<file path="src/rtl/rs232_rx_ctrl_pkg.sv">
// Shared definitions for the RS232 receive controller: register map,
// status/control bit positions and capture FSM encoding.
`timescale 1ns/1ps
package rs232_rx_ctrl_pkg;

    localparam logic ADR_DATA = 1'b0;
    localparam logic ADR_STAT = 1'b1;

    localparam int STAT_NE   = 0;
    localparam int STAT_FULL = 1;
    localparam int STAT_OVR  = 2;
    localparam int STAT_IE   = 3;

    localparam int CTL_FSEL  = 0;
    localparam int CTL_IE    = 1;
    localparam int CTL_CLR   = 2;
    localparam int CTL_FLUSH = 3;

    typedef enum logic [1:0] {
        ST_IDLE    = 2'd0,
        ST_CAPTURE = 2'd1,
        ST_WAIT    = 2'd2
    } state_t;

    // Field order mirrors the STAT_* bit positions, MSB first.
    typedef struct packed {
        logic [3:0] rsvd;
        logic       ie;
        logic       ovr;
        logic       full;
        logic       ne;
    } status_t;

endpackage

</file>
<file path="src/rtl/rs232_rx_ctrl_fifo.sv">
// Byte FIFO between the capture FSM and the CPU data register.
// Flush has priority; push while full is accepted when a pop lands in the same cycle.
`timescale 1ns/1ps
module rx_fifo #(
    parameter int DEPTH = 16,
    parameter int AW    = 4
) (
    input  logic          clk,
    input  logic          rst,
    input  logic          push,
    input  logic          pop,
    input  logic          flush,
    input  logic [7:0]    din,
    output logic [7:0]    dout,
    output logic [AW:0]   count
);

    localparam logic [AW:0] FULL_CNT = (AW+1)'(DEPTH);

    logic [7:0]    mem [DEPTH];
    logic [AW-1:0] wptr, rptr;
    logic          do_push, do_pop;

    assign do_pop  = pop && (count != '0);
    assign do_push = push && ((count != FULL_CNT) || do_pop);

    always_ff @(posedge clk or posedge rst) begin
        if (rst) begin
            wptr  <= '0;
            rptr  <= '0;
            count <= '0;
        end else if (flush) begin
            wptr  <= '0;
            rptr  <= '0;
            count <= '0;
        end else begin
            if (do_push) wptr <= wptr + 1'b1;
            if (do_pop)  rptr <= rptr + 1'b1;
            if (do_push && !do_pop)      count <= count + 1'b1;
            else if (!do_push && do_pop) count <= count - 1'b1;
        end
    end

    // Storage carries no reset; emptiness is tracked by count alone.
    always_ff @(posedge clk) begin
        if (do_push && !flush) mem[wptr] <= din;
    end

    assign dout = mem[rptr];

endmodule

</file>
<file path="src/rtl/rs232_rx_ctrl.sv">
// Drains the RS232 receiver through its rdy/done handshake into a FIFO and
// exposes a data and a status/control register to the CPU bus.
`timescale 1ns/1ps
module rs232_rx_ctrl
    import rs232_rx_ctrl_pkg::*;
#(
    parameter int DEPTH = 16,
    parameter int AW    = 4
) (
    input  logic       clk,
    input  logic       rst,
    input  logic       rx_rdy,
    input  logic [7:0] rx_data,
    output logic       rx_done,
    output logic       fsel,
    input  logic       adr,
    input  logic       rd,
    input  logic       wr,
    input  logic [7:0] wdata,
    output logic [7:0] rdata,
    output logic       irq
);

    localparam logic [AW:0] FULL_CNT = (AW+1)'(DEPTH);

    state_t      state, nstate;
    logic        ie, overrun;
    logic [7:0]  head;
    logic [AW:0] count;
    logic        nonempty, full, pop, room, ctl_wr, flush, ovr_set;
    status_t     stat;
    logic        unused_wdata;

    assign unused_wdata = ^wdata[7:4];

    assign nonempty = (count != '0);
    assign full     = (count == FULL_CNT);
    assign pop      = rd && (adr == ADR_DATA) && nonempty;
    assign room     = !full || pop;
    assign ctl_wr   = wr && (adr == ADR_STAT);
    assign flush    = ctl_wr && wdata[CTL_FLUSH];
    // A flushed byte is discarded on purpose, so it never counts as an overrun.
    assign ovr_set  = rx_done && !room && !flush;

    always_ff @(posedge clk or posedge rst) begin
        if (rst) state <= ST_IDLE;
        else     state <= nstate;
    end

    always_comb begin
        nstate = state;
        case (state)
            ST_IDLE:    if (rx_rdy) nstate = ST_CAPTURE;
            ST_CAPTURE: nstate = ST_WAIT;
            ST_WAIT:    if (!rx_rdy) nstate = ST_IDLE;
            default:    nstate = ST_IDLE;
        endcase
    end

    always_comb begin
        rx_done = (state == ST_CAPTURE);
    end

    always_ff @(posedge clk or posedge rst) begin
        if (rst) begin
            fsel    <= 1'b0;
            ie      <= 1'b0;
            overrun <= 1'b0;
        end else begin
            if (ctl_wr) begin
                fsel <= wdata[CTL_FSEL];
                ie   <= wdata[CTL_IE];
            end
            if (ovr_set)                        overrun <= 1'b1;
            else if (ctl_wr && wdata[CTL_CLR])  overrun <= 1'b0;
        end
    end

    rx_fifo #(.DEPTH(DEPTH), .AW(AW)) u_fifo (
        .clk   (clk),
        .rst   (rst),
        .push  (rx_done),
        .pop   (pop),
        .flush (flush),
        .din   (rx_data),
        .dout  (head),
        .count (count)
    );

    always_comb begin
        stat      = '0;
        stat.ie   = ie;
        stat.ovr  = overrun;
        stat.full = full;
        stat.ne   = nonempty;
        if (adr == ADR_DATA) rdata = nonempty ? head : 8'h00;
        else                 rdata = stat;
    end

    assign irq = ie && (nonempty || overrun);

endmodule

</file>
<file path="config.mk">
export PLATFORM = sky130hd
export DESIGN_NAME = rs232_rx_ctrl
export DESIGN_NICKNAME = d
export VERILOG_FILES = /design/src/rtl/rs232_rx_ctrl_pkg.sv /design/src/rtl/rs232_rx_ctrl_fifo.sv /design/src/rtl/rs232_rx_ctrl.sv
export SDC_FILE = /design/constraint.sdc
export NUM_CORES = 1
export LEC_CHECK = 0
export ABC_AREA = 1
export BUFFER_PORTS_ARGS = -buffer_cell sky130_fd_sc_hd__buf_2
export CAP_MARGIN = 20
export CORE_MARGIN = 2
export CORE_UTILIZATION = 50
export CTS_BUF_LIST = sky130_fd_sc_hd__clkbuf_4
export DETAILED_ROUTE_END_ITERATION = 7
export GPL_TIMING_DRIVEN = 0
export PLACE_DENSITY = 0.67
export SKIP_CTS_REPAIR_TIMING = 1
export SYNTH_ARGS = -nofsm -noshare
export SYNTH_HDL_FRONTEND = slang
export SYNTH_HIERARCHICAL = 1
export SYNTH_SLANG_ARGS = --single-unit
</file>
<file path="constraint.sdc">
create_clock -name clk -period 2.5 [get_ports clk]
set_input_delay 0.125 -clock clk [delete_from_list [all_inputs] [get_ports clk]]
set_output_delay 0.125 -clock clk [all_outputs]
set_load 0.01 [all_outputs]
</file>
---- Yosys cells after proc, flatten, opt, wreduce, memory -nomap -nowiden ----
Memory sizes are Yosys's and may differ from the RTL's.
Index checks and enable logic that the tools add are counted.
word-level totals
  register bits ........................... 18
  RAM bits ................................ 128
  input port bits ......................... 22
  memories kept ........................... 1
cells by class
  add/sub/neg operators ................... 4
  equal/unequal tests ..................... 6
  mux-type cells .......................... 16
  bitwise logic cells ..................... 1
  reductions and logical operators ........ 28
memory list
  name        depth  width  read ports  clocked after Yosys merged registers in  wr ports  line                      text
  u_fifo.mem  16     8      1           0                                        1         rs232_rx_ctrl_fifo.sv:20  logic [7:0] mem [DEPTH];
operators with widths
  operator             number
  $mux 4               4
  $mux 8               2
  $mux 5               3
  $logic_and 1x1->1    13
  $add 4x1->4 const B  2
  $pmux 2 s3           1
  $reduce_bool 2->1    3
  $add 5x1->5 const B  1
  $eq 5x5->1 const B   1
  $logic_not 1->1      5
  $ne 5x5->1 const B   1
  $reduce_bool 5->1    1
  $sub 5x1->5 const B  1
  $mux 1               4
  $mux 2               2
  $ne 2x2->1 const B   2
  $logic_or 1x1->1     3
  $reduce_bool 3->1    1
  $eq 2x1->1 const B   1
  $eq 2x2->1 const B   1
  $logic_not 2->1      1
  $reduce_and 2->1     1
  $not 1->1            1

---- Logic depth before layout (Yosys ltp) ----
  depth after elaboration ................. 11
  gate-level depth with buffers ........... 17
  gate-level depth less buffers ........... 17

---- Cells and area by module ----
Netlist, hierarchy kept.
modules (own cells, without submodules)
  module         times used  cells each  area an instance (um^2)  seq. area each (um^2)
  rx_fifo        1           507         6,043.3                  4,169.0
  rs232_rx_ctrl  1           55          342.8                    125.1

---- Least setup slack after synthesis ----
Ideal clock, no wire load.
  kind .................................... reg-to-reg
  from .................................... register u_fifo.count[0]
  to ...................................... memory u_fifo.mem[13][0], enable pin
  setup time .............................. 0.383 ns
  arrival time ............................ 1.856 ns
  data required time ...................... 2.117 ns
  path slack .............................. 0.260 ns
  cell stages (with the launch flop) ...... 10
  path buffers ............................ 1
  path through ............................ dfrtp_1 nor2_1 nand3_1 nand2_1 inv_1 nor2_1 nand3_1 nand2_1 buf_2 nor3_1
on the way
  word-level cells in the longest chain between the ends .. 8
  elaborated cells between the ends (all ways) .. 9
  those cells by class .................... eq/ne: 1; mux: 2; reduce/logical: 6
RTL lines
  item                          line                      text
  start: declaration            rs232_rx_ctrl_fifo.sv:15  output logic [AW:0] count
  start signal: assignment      rs232_rx_ctrl_fifo.sv:39  if (do_push && !do_pop) count <= count + 1'b1;
  start signal: assignment      rs232_rx_ctrl_fifo.sv:40  else if (!do_push && do_pop) count <= count - 1'b1;
  $reduce_bool 5->1             rs232_rx_ctrl.sv:36       assign nonempty = (count != '0);
  $logic_and 1x1->1             rs232_rx_ctrl.sv:38       assign pop = rd && (adr == ADR_DATA) && nonempty;
  via pop                       rs232_rx_ctrl.sv:30       logic nonempty, full, pop, room, ctl_wr, flush, ovr_set;
  $logic_and 1x1->1             rs232_rx_ctrl_fifo.sv:24  assign do_pop = pop && (count != '0);
  $logic_or 1x1->1              rs232_rx_ctrl_fifo.sv:25  assign do_push = push && ((count != FULL_CNT) || do_pop);
  $logic_and 1x1->1             rs232_rx_ctrl_fifo.sv:25
  $logic_and 1x1->1             rs232_rx_ctrl_fifo.sv:46  if (do_push && !flush) mem[wptr] <= din;
  $mux 1                        rs232_rx_ctrl_fifo.sv:46
  $mux 1 (not written as such)  rs232_rx_ctrl_fifo.sv:46
  end: declaration              rs232_rx_ctrl_fifo.sv:20
The timed path passes the listed nets, and every way through them passes these cells.

---- Worst setup path in the final report ----
  from .................................... register u_fifo.rptr[0]
  to ...................................... output rdata[2]
on the way
  word-level cells in the longest chain between the ends .. 3
RTL lines
  item                      line                      text
  start: declaration        rs232_rx_ctrl_fifo.sv:21  logic [AW-1:0] wptr, rptr;
  start signal: assignment  rs232_rx_ctrl_fifo.sv:38  if (do_pop) rptr <= rptr + 1'b1;
  $mem_v2 16x8              -
  via head[2]               rs232_rx_ctrl.sv:28       logic [7:0] head;
  $mux 8 (2 in a row)       rs232_rx_ctrl.sv:96       if (adr == ADR_DATA) rdata = nonempty ? head : 8'h00;
  end: declaration          rs232_rx_ctrl.sv:20       output logic [7:0] rdata,
The timed path passes the listed nets, and every way through them passes these cells.

==> impl_metrics.yaml <==
power_and_ir_drop:
  power_frac_comb_pct: 45.0
  p_leak_uw: 0.00288
  finalPower_uw: 8130
  vdd_ir_drop_max_mv: 0.430
  p_int_uw: 4890
  p_per_area_nw_per_um2: 1050
  p_switching_uw: 3240
  power_frac_seq_pct: 36.6
  sw_frac_of_total_pct: 39.8
  clock_power_share_pct: 18.4
critical_path:
  rr_startpoint: "u_fifo/count[2]"
  reg2reg_setup_slack_ns: 0.16
  worstSetupPathType: "reg -> out"
  arrival_ns: 2.47
  critical_path.reg2reg.endpoint: "u_fifo/mem[11][3]"
  critPathMaxStageDelay_ns: 0.44
  end_kind: "output pin"
  required_ns: 2.38
  cp-startpoint: "u_fifo/rptr[0]"
  path_cells: "buf_8 > inv_8 > buf_12 > buf_12 > nor2_1 > o211ai_1 > nand3_1 > nand2_1 > nand3_1 > nand2_1 > buf_2"
  crit_path_start_kind: "register"
  path_max_fanout: 7
  crit_end: "rdata[2]"
  crit_slowest_cell: "dfrtp_2"
  worstRegToRegCells: 10
yosys:
  ys.warnings.count: 6
  yosysSeqAreaShare_pct: 67.2
  synthDominantCellAreaShare_pct: 60.2
  yosysTopAreaCell: "edfxtp_1"
  synthTopCellsByArea: "edfxtp_1 60%, dfrtp_1 7.1%, nor2_1 6.1%"
  synth_common_cells: "128 x edfxtp_1, 103 x nor2_1, 57 x o21ai_0, 51 x nand2_1, 35 x nand3_1"
  syn_nets: 594
  async_flop_share_pct: 12.3
  synthesis.area_sq_um: 6390
  ys_dominant_reg_cell: "edfxtp_1"
  syn-mean-instance-area_sq_um: 11.4
  synth_edf_count: 128
  synth_cell_types: 29
  synth.ff_latch_count: 146
  synthMostInstantiatedCell: "edfxtp_1"
  synth_cells: 562
clocking:
  htree_levels: 4
  worst_skew_pair.late_latency_ns: 0.57
  cts_root_buf: "clkbuf_4"
  tritoncts: "yes"
  cts.clk_slew.worst_paths_ns: 0.11
  cts.sinks: 146
  numCtsBuffers: 17
  clockBufferDepth: 2
timing:
  fin_tns_setup_ns: -0.167
  worst_pin_slew_ns: 0.560
  period_share_pct: 104
  setup-violations-final: 3
  rsz0062_at_grt: "yes"
  finalWorstSetupSlack_ns: -0.0912
  slew_violations: 0
  skew_ns: 0.0143
  hold_violations: 0
  relSlewSlack_pct: 62.6
  holdWs_ns: 0.0141
  min_period_ns: 2.59
  max_freq_ghz: 0.386
global_route:
  grt_max_degree: 17
  grt_overflow_total: 0
  grt_pass1_wl_microns: 24200
  grt_pass1_vias: 4406
  grt_usage_pct: 25.0
  antenna_found_initial: 0
die:
  core_area_sq_um: 12600
  ios: 33
  die_h_microns: 117
  rows: 41
  start_util_pct: 50.8
  die_width_microns: 117
  fp.dieArea_sq_um: 13700
place:
  postPlaceCellArea_sq_um: 6830
  dp_slack_ns: -0.392
  gp_congestion: 0.894
  portBuffers: 28
  dp_hpwl_microns: 10800
outcome:
  status: "finished with violations"
  violations: "negative setup slack"
drt:
  dr.pass1.iters: 5
  drc_errors: 0
  routedWlPerCell_microns: 19.8
  postRouteAntennaNets: 0
  dr_total_vias: 4791
  first_iter_violations: 430
  wirelength_microns: 16600
  vias_per_cell: 5.71
finish:
  regArea_sq_um: 4300
  drive_gt1_share_pct: 23.7
  multi_input_area_sq_um: 1940
  diodes: 0
  final_area_sq_um: 7720
  area_growth_pct: 20.9
  layout.nets: 687
  num-fill-cells: 988
run:
  drv_cap: 0
hold_path:
  hp-class: "in -> async"
[state kept, by name (all words and copies together) (netlist names)]
register      count
fsel              1
state             2
overrun           1
u_fifo/wptr       4
u_fifo/count      5
u_fifo/rptr       4
ie                1
u_fifo/mem      128
[routing by layer]
| metal | up-vias | track usage [%] | wire length [microns] |
|---|---|---|---|
| met2 | 209 | 38.8 | 7980 |
| met5 | - | 0 | 0 |
| met1 | 2372 | 34.2 | 6800 |
| met4 | 0 | 10.4 | 396 |
| met3 | 37 | 6.13 | 1450 |
| li1 | 2173 | - | - |
[per-stage QoR]
stage                     cells  util, %
after CTS                   805     56.6
final                       839     61.4
after floorplan             562        -
after global routing        839     61.4
after global placement      762     53.6
after detailed placement    774     54.3
[critical path, delay by kind of cell, from the launching register on]
family | cells | cell delay, ns
buf+inv | 5 | 0.60
simple gates | 5 | 0.51
flops | 1 | 0.44
compound gates | 1 | 0.35
[final cells by class]
type / count / share of cell area, %
clock buffers: 18 / 1.75
flip-flops and latches: 146 / 55.7
inverters: 34 / 1.80
clock inverters: 13 / 1.86
well taps: 172 / 2.79
repair buffers: 74 / 7.84
multi-input cells: 355 / 25.2
plain buffers: 27 / 3.13
[worst min path at each step]
| stage | to | cells after the start |
|---|---|---|
| after global placement | state[1] | 2 |
| after global routing | overrun | 3 |
| after floorplan | fsel | 1 |
| after CTS | fsel | 2 |
| after detailed placement | fsel | 2 |
| final | overrun | 3 |
[kinds of logic after synthesis]
family	Yosys count	synth area share [%]
XOR/XNOR	2	0.274
multiplexers	1	0.235
flip-flops	146	67.2
buffers and inverters	61	4.45
AND/OR/NAND/NOR	233	15.9
AO/OA/AOI/OAI	109	9.85
adder cells (fa/ha/maj)	10	2.08
[power groups by stage]
stage / combinational (uW) / sequential (uW) / clock (uW)
5_1_grt: 4000 / 2990 / 1620
2_1_floorplan: 2010 / 2980 / 0
4_1_cts: 2980 / 2960 / 1510
6_report: 3660 / 2970 / 1500
3_5_place_dp: 2960 / 3020 / 0
3_3_place_gp: 2860 / 3010 / 0
[cell usage in the layout (no fill, tap or decap), types with 2 or more instances in the layout]
| cell | instances |
|---|---|
| a21oi_1 | 3 |
| buf_2 | 38 |
| o211ai_1 | 32 |
| o21ai_1 | 20 |
| dfrtp_2 | 4 |
| clkinv_1 | 6 |
| nor3_1 | 8 |
| nor2_4 | 3 |
| nand3_1 | 34 |
| dfrtp_1 | 14 |
| nor3_4 | 5 |
| nand2_2 | 3 |
| buf_4 | 16 |
| clkinv_2 | 3 |
| inv_1 | 30 |
| nand4_1 | 2 |
| clkinvlp_4 | 3 |
| nor2_1 | 97 |
| clkbuf_16 | 3 |
| nor2_2 | 21 |
| clkbuf_2 | 7 |
| nor3_2 | 7 |
| edfxtp_1 | 128 |
| bufinv_16 | 3 |
| clkbuf_4 | 25 |
| clkbuf_1 | 2 |
| o21ai_0 | 52 |
| nand2_1 | 50 |
| dlygate4sd3_1 | 18 |
| buf_12 | 8 |
| ha_1 | 9 |
No activity file was read; power rests on OpenSTA's default activity.
